$ cat src/rtl/scoreboard_pkg.sv
// Shared types and constants for the register scoreboard.
package scoreboard_pkg;

    localparam int unsigned NUM_ARCH_REGS = 32;
    localparam int unsigned SB_CNT_W      = 2;

    typedef logic [SB_CNT_W-1:0] sb_cnt_t;

    // Per-register event counts for one cycle; each field ranges 0..2.
    typedef struct packed {
        logic [1:0] inc;
        logic [1:0] dec;
        logic [1:0] linc;
        logic [1:0] ldec;
    } sb_evt_t;

endpackage

$ cat src/rtl/scoreboard_sb_entry.sv
// One scoreboard entry: saturating writer and load counters for a single register.
// Macro SB_WB_BYPASS_EN makes busy/load_pend drop in the cycle of the final release.
module scoreboard_sb_entry
    import scoreboard_pkg::*;
#(
    parameter int unsigned CntW = SB_CNT_W
) (
    input  logic    clk,
    input  logic    rst,
    input  logic    flush_i,
    input  sb_evt_t evt_i,
    output logic    busy_o,
    output logic    load_pend_o,
    output logic    sat_o,
    output logic    err_o
);

    localparam int unsigned SumW = CntW + 2;
    localparam logic [SumW-1:0] MaxW = SumW'((1 << CntW) - 1);

    logic [CntW-1:0] wcnt_q, wcnt_d;
    logic [CntW-1:0] lcnt_q, lcnt_d;
    logic            werr, lerr;

    // Returns {err, next}: net update clamped to [0, max].
    function automatic logic [CntW:0] cnt_upd(input logic [CntW-1:0] cnt,
                                              input logic [1:0]      inc,
                                              input logic [1:0]      dec);
        logic [SumW-1:0] sum;
        sum = SumW'(cnt) + SumW'(inc);
        if (SumW'(dec) > sum) begin
            return {1'b1, {CntW{1'b0}}};
        end
        sum = sum - SumW'(dec);
        if (sum > MaxW) begin
            return {1'b1, MaxW[CntW-1:0]};
        end
        return {1'b0, sum[CntW-1:0]};
    endfunction

    always_comb begin
        {werr, wcnt_d} = cnt_upd(wcnt_q, evt_i.inc, evt_i.dec);
        {lerr, lcnt_d} = cnt_upd(lcnt_q, evt_i.linc, evt_i.ldec);
        if (flush_i) begin
            wcnt_d = '0;
            lcnt_d = '0;
            werr   = 1'b0;
            lerr   = 1'b0;
        end
    end

    always_ff @(posedge clk or posedge rst) begin
        if (rst) begin
            wcnt_q <= '0;
            lcnt_q <= '0;
        end else begin
            wcnt_q <= wcnt_d;
            lcnt_q <= lcnt_d;
        end
    end

    assign err_o = werr | lerr;
    assign sat_o = (wcnt_q == MaxW[CntW-1:0]);

`ifdef SB_WB_BYPASS_EN
    logic wdrop, ldrop;

    // Only pure releases draining the counter bypass; issues still take a cycle.
    assign wdrop = !flush_i && (evt_i.inc == 2'd0) && (evt_i.dec != 2'd0) && (wcnt_d == '0);
    assign ldrop = !flush_i && (evt_i.linc == 2'd0) && (evt_i.ldec != 2'd0) && (lcnt_d == '0);

    assign busy_o      = (wcnt_q != '0) && !wdrop;
    assign load_pend_o = (lcnt_q != '0) && !ldrop;
`else
    assign busy_o      = (wcnt_q != '0);
    assign load_pend_o = (lcnt_q != '0);
`endif

endmodule

$ cat src/rtl/scoreboard.sv
// Register scoreboard for the dual-issue RV32I pipeline: decodes issue/writeback
// events per register and collects sticky errors. Optional macro: SB_WB_BYPASS_EN.
module scoreboard
    import scoreboard_pkg::*;
#(
    parameter int unsigned NUM_REGS = NUM_ARCH_REGS,
    parameter int unsigned CNT_W    = SB_CNT_W,
    localparam int unsigned RegW    = $clog2(NUM_REGS)
) (
    input  logic                clk,
    input  logic                rst,
    input  logic                flush,
    input  logic                iss0_valid,
    input  logic [RegW-1:0]     iss0_rd,
    input  logic                iss0_is_load,
    input  logic                iss1_valid,
    input  logic [RegW-1:0]     iss1_rd,
    input  logic                iss1_is_load,
    input  logic                wb0_valid,
    input  logic [RegW-1:0]     wb0_rd,
    input  logic                wb0_is_load,
    input  logic                wb1_valid,
    input  logic [RegW-1:0]     wb1_rd,
    input  logic                wb1_is_load,
    output logic [NUM_REGS-1:0] busy_vec,
    output logic [NUM_REGS-1:0] load_pending_vec,
    output logic [NUM_REGS-1:0] sat_vec,
    output logic                sb_err
);

    logic [NUM_REGS-1:0] err_vec;
    logic                sb_err_q, sb_err_d;

    // x0 is never tracked.
    assign busy_vec[0]         = 1'b0;
    assign load_pending_vec[0] = 1'b0;
    assign sat_vec[0]          = 1'b0;
    assign err_vec[0]          = 1'b0;

    for (genvar r = 1; r < NUM_REGS; r++) begin : g_ent
        logic    i0, i1, w0, w1;
        sb_evt_t evt;

        assign i0 = iss0_valid && (iss0_rd == RegW'(r));
        assign i1 = iss1_valid && (iss1_rd == RegW'(r));
        assign w0 = wb0_valid  && (wb0_rd  == RegW'(r));
        assign w1 = wb1_valid  && (wb1_rd  == RegW'(r));

        assign evt.inc  = {1'b0, i0} + {1'b0, i1};
        assign evt.dec  = {1'b0, w0} + {1'b0, w1};
        assign evt.linc = {1'b0, i0 && iss0_is_load} + {1'b0, i1 && iss1_is_load};
        assign evt.ldec = {1'b0, w0 && wb0_is_load} + {1'b0, w1 && wb1_is_load};

        scoreboard_sb_entry #(
            .CntW (CNT_W)
        ) u_entry (
            .clk         (clk),
            .rst         (rst),
            .flush_i     (flush),
            .evt_i       (evt),
            .busy_o      (busy_vec[r]),
            .load_pend_o (load_pending_vec[r]),
            .sat_o       (sat_vec[r]),
            .err_o       (err_vec[r])
        );
    end

    assign sb_err_d = sb_err_q | (|err_vec);

    always_ff @(posedge clk or posedge rst) begin
        if (rst) begin
            sb_err_q <= 1'b0;
        end else begin
            sb_err_q <= sb_err_d;
        end
    end

    assign sb_err = sb_err_q;

endmodule

$ cat config.mk
export PLATFORM = sky130hd
export DESIGN_NAME = scoreboard
export DESIGN_NICKNAME = d
export VERILOG_FILES = /design/src/rtl/scoreboard_pkg.sv /design/src/rtl/scoreboard_sb_entry.sv /design/src/rtl/scoreboard.sv
export SDC_FILE = /design/constraint.sdc
export NUM_CORES = 1
export LEC_CHECK = 0
export BUFFER_PORTS_ARGS = -buffer_cell sky130_fd_sc_hd__clkbuf_2
export CAP_MARGIN = 0
export CORE_AREA = 2 2 258 260
export DETAILED_ROUTE_END_ITERATION = 16
export DIE_AREA = 0 0 260 262
export GPL_ROUTABILITY_DRIVEN = 1
export PLACE_DENSITY_LB_ADDON = 0.25
export SLEW_MARGIN = 10
export SYNTH_ARGS = -nofsm -noshare
export SYNTH_HDL_FRONTEND = slang
export SYNTH_SLANG_ARGS = --single-unit
$ cat constraint.sdc
create_clock -name clk -period 3.7 [get_ports clk]
set_input_delay 0 -clock clk [delete_from_list [all_inputs] [get_ports clk]]
set_output_delay 0 -clock clk [all_outputs]
set_load 0.02 [all_outputs]
# Yosys cells after proc, flatten, opt, wreduce, memory -nomap -nowiden
# Index checks and enable logic that the tools add are counted.
# W data, S select, Z words.
# totals
reg_bits	125
output_inout_bits	97
wordCells	1491
# classes
addsub	248
n_lt_le_gt_ge	124
n_eq_ne	155
muxes	558
bitwise_logic	32
reduce_logical	311
# ops
operator	count
$mux W3	248
$eq A5 B5 Y1 const B	64
$add A1 B1 Y2	124
$gt A2 B4 Y1	62
$gt A4 B2 Y1 const B	62
$logic_and A1 B1 Y1	248
$mux W1	248
$sub A4 B2 Y4	62
$add A2 B2 Y3	62
$eq A5 B4 Y1 const B	32
$mux W2	62
$reduce_bool A2 Y1	62
$eq A5 B3 Y1 const B	16
$eq A2 B2 Y1 const B	31
$eq A5 B2 Y1 const B	8
$or A1 B1 Y1	32
$reduce_or A31 Y1	1
$eq A5 B1 Y1 const B	4

# Longest topological paths before layout
# depth
ltp_word	15
depth_mapped	15
mapped_depth_nobuf	15

# Modules after synthesis
# Synthesis repeated with hierarchy kept, for this count alone.
# unflattened
cells_unflattened	1834
hier_area_um2	16319.4
# by_module_without_submodules
mod	instances	cells_each	area_each_um2	seq_area_each_um2
scoreboard_sb_entry	31	42	417.9	100.1
scoreboard	1	532	3364.5	25.0

# Worst setup path before layout
# OpenSTA, ideal clock, no wires.
# synth_path
path_type	input -> register
start	input iss0_rd[0]
end	register sb_err_q, in the netlist sb_err
setup_ps	126
t_arrival_ps	3323
required_time_ps	3574
setup_slack_ps	251
stages	15
n_path_buf	1
path_cell_list	clkbuf_1 > nor2b_1 > nand3_1 > nor2_1 > fa_1 > ha_1 > inv_1 > fa_1 > ha_1 > nor4_2 > nand4_1 > or4_1 > nor4_2 > nand4_1 > o32a_1
# synth_via
elab_chain_len	15
elab_cells_between_ends	870
classes_between	186 x add/sub; 124 x order compare; 31 x eq/ne; 434 x mux; 32 x bitwise; 63 x reduce/logical
# synth_rtl
element	line	text
start: declaration	scoreboard.sv:14	input logic [RegW-1:0] iss0_rd,
$eq A5 B1 Y1 (tied with other cells)	scoreboard.sv:44	assign i0 = iss0_valid && (iss0_rd == RegW'(r));
$logic_and A1 B1 Y1	scoreboard.sv:44	
$logic_and A1 B1 Y1	scoreboard.sv:51	assign evt.linc = {1'b0, i0 && iss0_is_load} + {1'b0, i1 && iss1_is_load};
$add A1 B1 Y2	scoreboard.sv:51	
$add A2 B2 Y3	scoreboard_sb_entry.sv:30	sum = SumW'(cnt) + SumW'(inc);
$sub A4 B2 Y4	scoreboard_sb_entry.sv:34	sum = sum - SumW'(dec);
$gt A4 B2 Y1	scoreboard_sb_entry.sv:35	if (sum > MaxW) begin
$mux W1	scoreboard_sb_entry.sv:35	
$mux W1	scoreboard_sb_entry.sv:34	
$mux W3	scoreboard_sb_entry.sv:38	return {1'b0, sum[CntW-1:0]};
$mux W3	scoreboard_sb_entry.sv:34	
$mux W1	scoreboard_sb_entry.sv:44	if (flush_i) begin
$or A1 B1 Y1	scoreboard_sb_entry.sv:62	assign err_o = werr | lerr;
$reduce_or A31 Y1 (*)	scoreboard.sv:68	assign sb_err_d = sb_err_q | (|err_vec);
$or A1 B1 Y1 (*)	scoreboard.sv:68	
via sb_err_d	scoreboard.sv:32	logic sb_err_q, sb_err_d;
end signal: assignment	scoreboard.sv:74	sb_err_q <= sb_err_d;
end: declaration	scoreboard.sv:32	
# Mark *: on every way through the listed nets, which the timed path passes. The rest lies on a longest branch. The select of a mux whose other input is x is not followed.

# Worst setup path in the final report
# layout_path
start	register g_ent[10].u_entry.wcnt_q[0]
end	register sb_err_q, in the netlist sb_err
# layout_via
elab_chain_len	11
elab_cells_between_ends	14
classes_between	2 x add/sub; 2 x order compare; 7 x mux; 2 x bitwise; 1 x reduce/logical
# layout_rtl
element	line	text
start: declaration	scoreboard_sb_entry.sv:21	logic [CntW-1:0] wcnt_q, wcnt_d;
start signal: assignment	scoreboard_sb_entry.sv:57	wcnt_q <= wcnt_d;
$add A2 B2 Y3 (*)	scoreboard_sb_entry.sv:30	
$sub A4 B2 Y4	scoreboard_sb_entry.sv:34	
$gt A4 B2 Y1	scoreboard_sb_entry.sv:35	
$mux W1	scoreboard_sb_entry.sv:35	
$mux W1	scoreboard_sb_entry.sv:34	
$mux W3	scoreboard_sb_entry.sv:38	
$mux W3 (*)	scoreboard_sb_entry.sv:34	
$mux W1 (*)	scoreboard_sb_entry.sv:44	
$or A1 B1 Y1 (*)	scoreboard_sb_entry.sv:62	
$reduce_or A31 Y1 (*)	scoreboard.sv:68	
$or A1 B1 Y1 (*)	scoreboard.sv:68	
via sb_err_d	scoreboard.sv:32	
# Marks and branches as above.

==> parameters.txt <==
Parameter                              Value

Synth
  Share of synthesized area occupied by flip-flops and latches    19.4%
  Gate Count Post-Synth    1723
  Library cell occupying the most area in the post-synthesis netlist    fa_1
  Synth async-reset ratio    100%
  Synthesis-stage register bit count    125
  Number of enable-type register cells in the synthesized netlist    0
  Cell variety after synth    32
  Mapped cell area    16100 um^2
  Primary flip-flop cell chosen by synthesis mapping    dfrtp_1
  Top cells by area, synth    fa_1 (23%), dfrtp_1 (19%), ha_1 (19%)
  Yosys warning total    0
  Area share of the largest cell type after synthesis    23.1%
  Mean instance size in the synthesized netlist    9.36 um^2

Worst setup path
  Reg-to-Reg Start    g_ent[10].u_entry.wcnt_q[0]
  Maximum fanout encountered on the critical timing path    3
  Chain of cells forming the critical path    fa_2 > inv_1 > ha_1 > fa_1 > ha_1 > nor4_4 > nand4_1 > or4_4 > nor4_2 > nand4_1 > o32a_1
  Type of element capturing the critical path    register
  Worst Reg2Reg Path Length in Cells    11
  Worst endpoint required time    4.08 ns
  Classification of the worst setup path    register to register
  Arrival time at the worst endpoint    4.02 ns
  Critical Path Source Type    register
  Reg-to-Reg End    sb_err
  Stage delay of the slowest cell on the critical path    0.58 ns
  Reg-to-reg setup timing slack    0.06 ns
  Crit-path slowest cell    fa_2

Job
  Maximum Capacitance Violations    0

Clocking
  Skew-Pair Late Insertion Delay    0.50 ns
  Clock tree from TritonCTS    done
  Maximum level of the CTS H-tree    4
  TritonCTS buffer count    17
  Clock sinks    125
  Clock-pin slew of the registers on the worst-case setup and hold paths    0.07 ns
  Clk root buf    clkbuf_16
  Maximum clock path buffer count    2

Power
  Worst supply voltage drop on vdd    0.397 mV
  Pwr per Cell Area    369 nW/um^2
  Leakage power    9.67 nW
  Pwr Total    7.56 mW

Finish
  Area overhead of the layout relative to synthesis    26.9%
  Layout cells sized above 1    29.6%
  Cell Count, Final, Fillers Out    2937
  Final Net Count    2523
  Most common cell after layout, fill and taps aside    buf_4
  Leading cell types in the layout, fill and taps excluded    buf_4 (315), inv_1 (260), nor2_1 (246)

Floorplan
  Die W    260 um
  Top-level I/O count    128
  Area of the die    68100 um^2
  Number of placement rows    94
  Height of the die    262 um
  Core Area    65300 um^2
  Starting Density    24.7%

Timing
  Final hold violation count    0
  Smallest hold slack    0.219 ns
  Headroom to the max-slew limit    33.7%
  Measured slew at the worst slew-check pin    0.995 ns
  Share of the clock period used by the worst path after layout    98.4%
  Peak clock frequency supported by timing    0.275 GHz
  Worst Clk Skew    0.0160 ns
  Max-slew violation count    0
  Setup violators final    0
  RSZ-0062 raised after global routing    true
  Post-layout min period    3.64 ns

Drt
  Number of remaining DRC errors    0
  Post-DR vias/cell    4.62
  DR vias    13600
  Initial DRC count    820
  First-pass detailed-route iteration total    5
  Total Routed Length    62300 um
  Number of routed nets with antenna violations    0
  Average detailed-routed wire length per instance    21.2 um

Global route
  Number of antenna violations at the first check in global routing    13
  Maximum number of pins on one net before global-route repair    91
  Gr usage total    18.9%
  Vias in the first global route    14400
  First-pass GRT wire length    92400 um
  Total congestion overflow after global routing    0

Hold path
  HP Class    input pin to register
  Endpoint of the worst hold path    sb_err
  Worst hold path cell count    3
  Hold path start    flush

Placed design
  Half-perimeter wire length of the detailed placement result    53000 um
  Total placed cells including tap cells    2897
  Global placer's final weighted congestion    0.937
  Number of port buffers    124

Run status
  Status    complete, no violations
==> Yosys cell counts (3+ instances only) <==
cell type	number
nand3_1	24
buf_4	96
o31ai_1	14
nor4_1	17
ha_1	248
fa_1	186
nand4_1	24
inv_1	261
nor4_2	5
buf_1	7
or2_2	62
a21oi_1	3
a211oi_1	124
clkbuf_1	34
or3_1	5
or2_1	3
and2_1	42
nor2b_1	19
nor2_1	247
nand2b_1	14
nand2_1	49
o21a_1	45
nor3b_1	45
dfrtp_1	125
nand3b_1	3
nor3_1	15
==> logic make-up (layout without fill, tap and decap cells) <==
group | count (synthesis) | count (layout) | share of synthesized area, %
adders and majority gates | 434 | 434 | 42.3
buffers and inverters | 399 | 744 | 11.5
and+or+nand+nor | 576 | 576 | 18.1
DFF | 125 | 125 | 19.4
AOI/OAI and AO/OA | 188 | 188 | 8.70
other | 1 | 6 | 0.0232
==> where the power goes <==
| group | internal (mW) | switching (mW) |
|---|---|---|
| Combinational | 1.51 | 2.07 |
| Clock | 1.10 | 0.750 |
| Sequential | 1.70 | 0.419 |
==> stage by stage <==
step / setup WS, ns / area (um^2) / util [%] / TNS, ns
global route: -0.0171 / 20500 / 31.3 / -0.0171
detailed placement: -0.644 / 19500 / 29.9 / -0.644
floorplan: 0.251 / 16100 / - / 0
global placement: -0.535 / 19500 / 29.9 / -0.535
CTS: 0.000288 / 20200 / 31.0 / 0
finish: 0.0610 / 20500 / 31.4 / 0
==> critical path, delay by kind of cell, from the launching register on <==
family / cells / cell delay (ns)
buffers and inverters: 1 / 0.04
and+or+nand+nor: 5 / 1.31
AOI/OAI and AO/OA: 1 / 0.31
DFF: 1 / 0.44
adders and majority gates: 4 / 1.43
==> timing repair <==
| action | CTS | global route |
|---|---|---|
| endpoints found under the setup margin | 1 | 1 |
| endpoints found under the hold margin | 88 | 0 |
| gates resized for setup | 8 | 63 |
| buffers inserted | 0 | 5 |
| hold buffers | 1 | 0 |
| pin swaps | 2 | 8 |
==> metal layers <==
metal / part of all wire [%] / vias to the layer above / global-route usage [%]
met5: 0.21 / - / 0
met4: 2.6 / 20 / 5.94
met3: 6.1 / 87 / 4.69
met2: 45 / 376 / 30.0
met1: 46 / 6816 / 25.3
li1: - / 6270 / -
==> worst max path at each step <==
stage                                           start  endpoint  slack, ns  cells past startpoint
after floorplan                            iss0_rd[0]    sb_err       0.25                     15
after global placement                     iss1_valid    sb_err      -0.53                     15
after detailed placement                   iss0_rd[0]    sb_err      -0.64                     15
after CTS                 g_ent[31].u_entry.wcnt_q[0]    sb_err     0.0003                     11
after global routing      g_ent[11].u_entry.lcnt_q[0]    sb_err      -0.02                     12
final                     g_ent[10].u_entry.wcnt_q[0]    sb_err       0.06                     11
==> cell type report <==
| cell class | instances | area [um^2] |
|---|---|---|
| Antenna cell | 3 | 7.51 |
| Sequential cell | 125 | 3130 |
| Multi-Input combinational cell | 1201 | 11400 |
| Fill cell | 6811 | 44800 |
| Clock buffer | 21 | 470 |
| Timing Repair Buffer | 451 | 3230 |
| Tap cell | 864 | 1080 |
| Clock inverter | 10 | 139 |
| Inverter | 262 | 988 |
==> state kept, by name (all words and copies together), names as in the netlist <==
| name | flops |
|---|---|
| g_ent.u_entry.lcnt_q | 62 |
| g_ent.u_entry.wcnt_q | 62 |
| sb_err | 1 |
(Power assumes the default switching activity.)
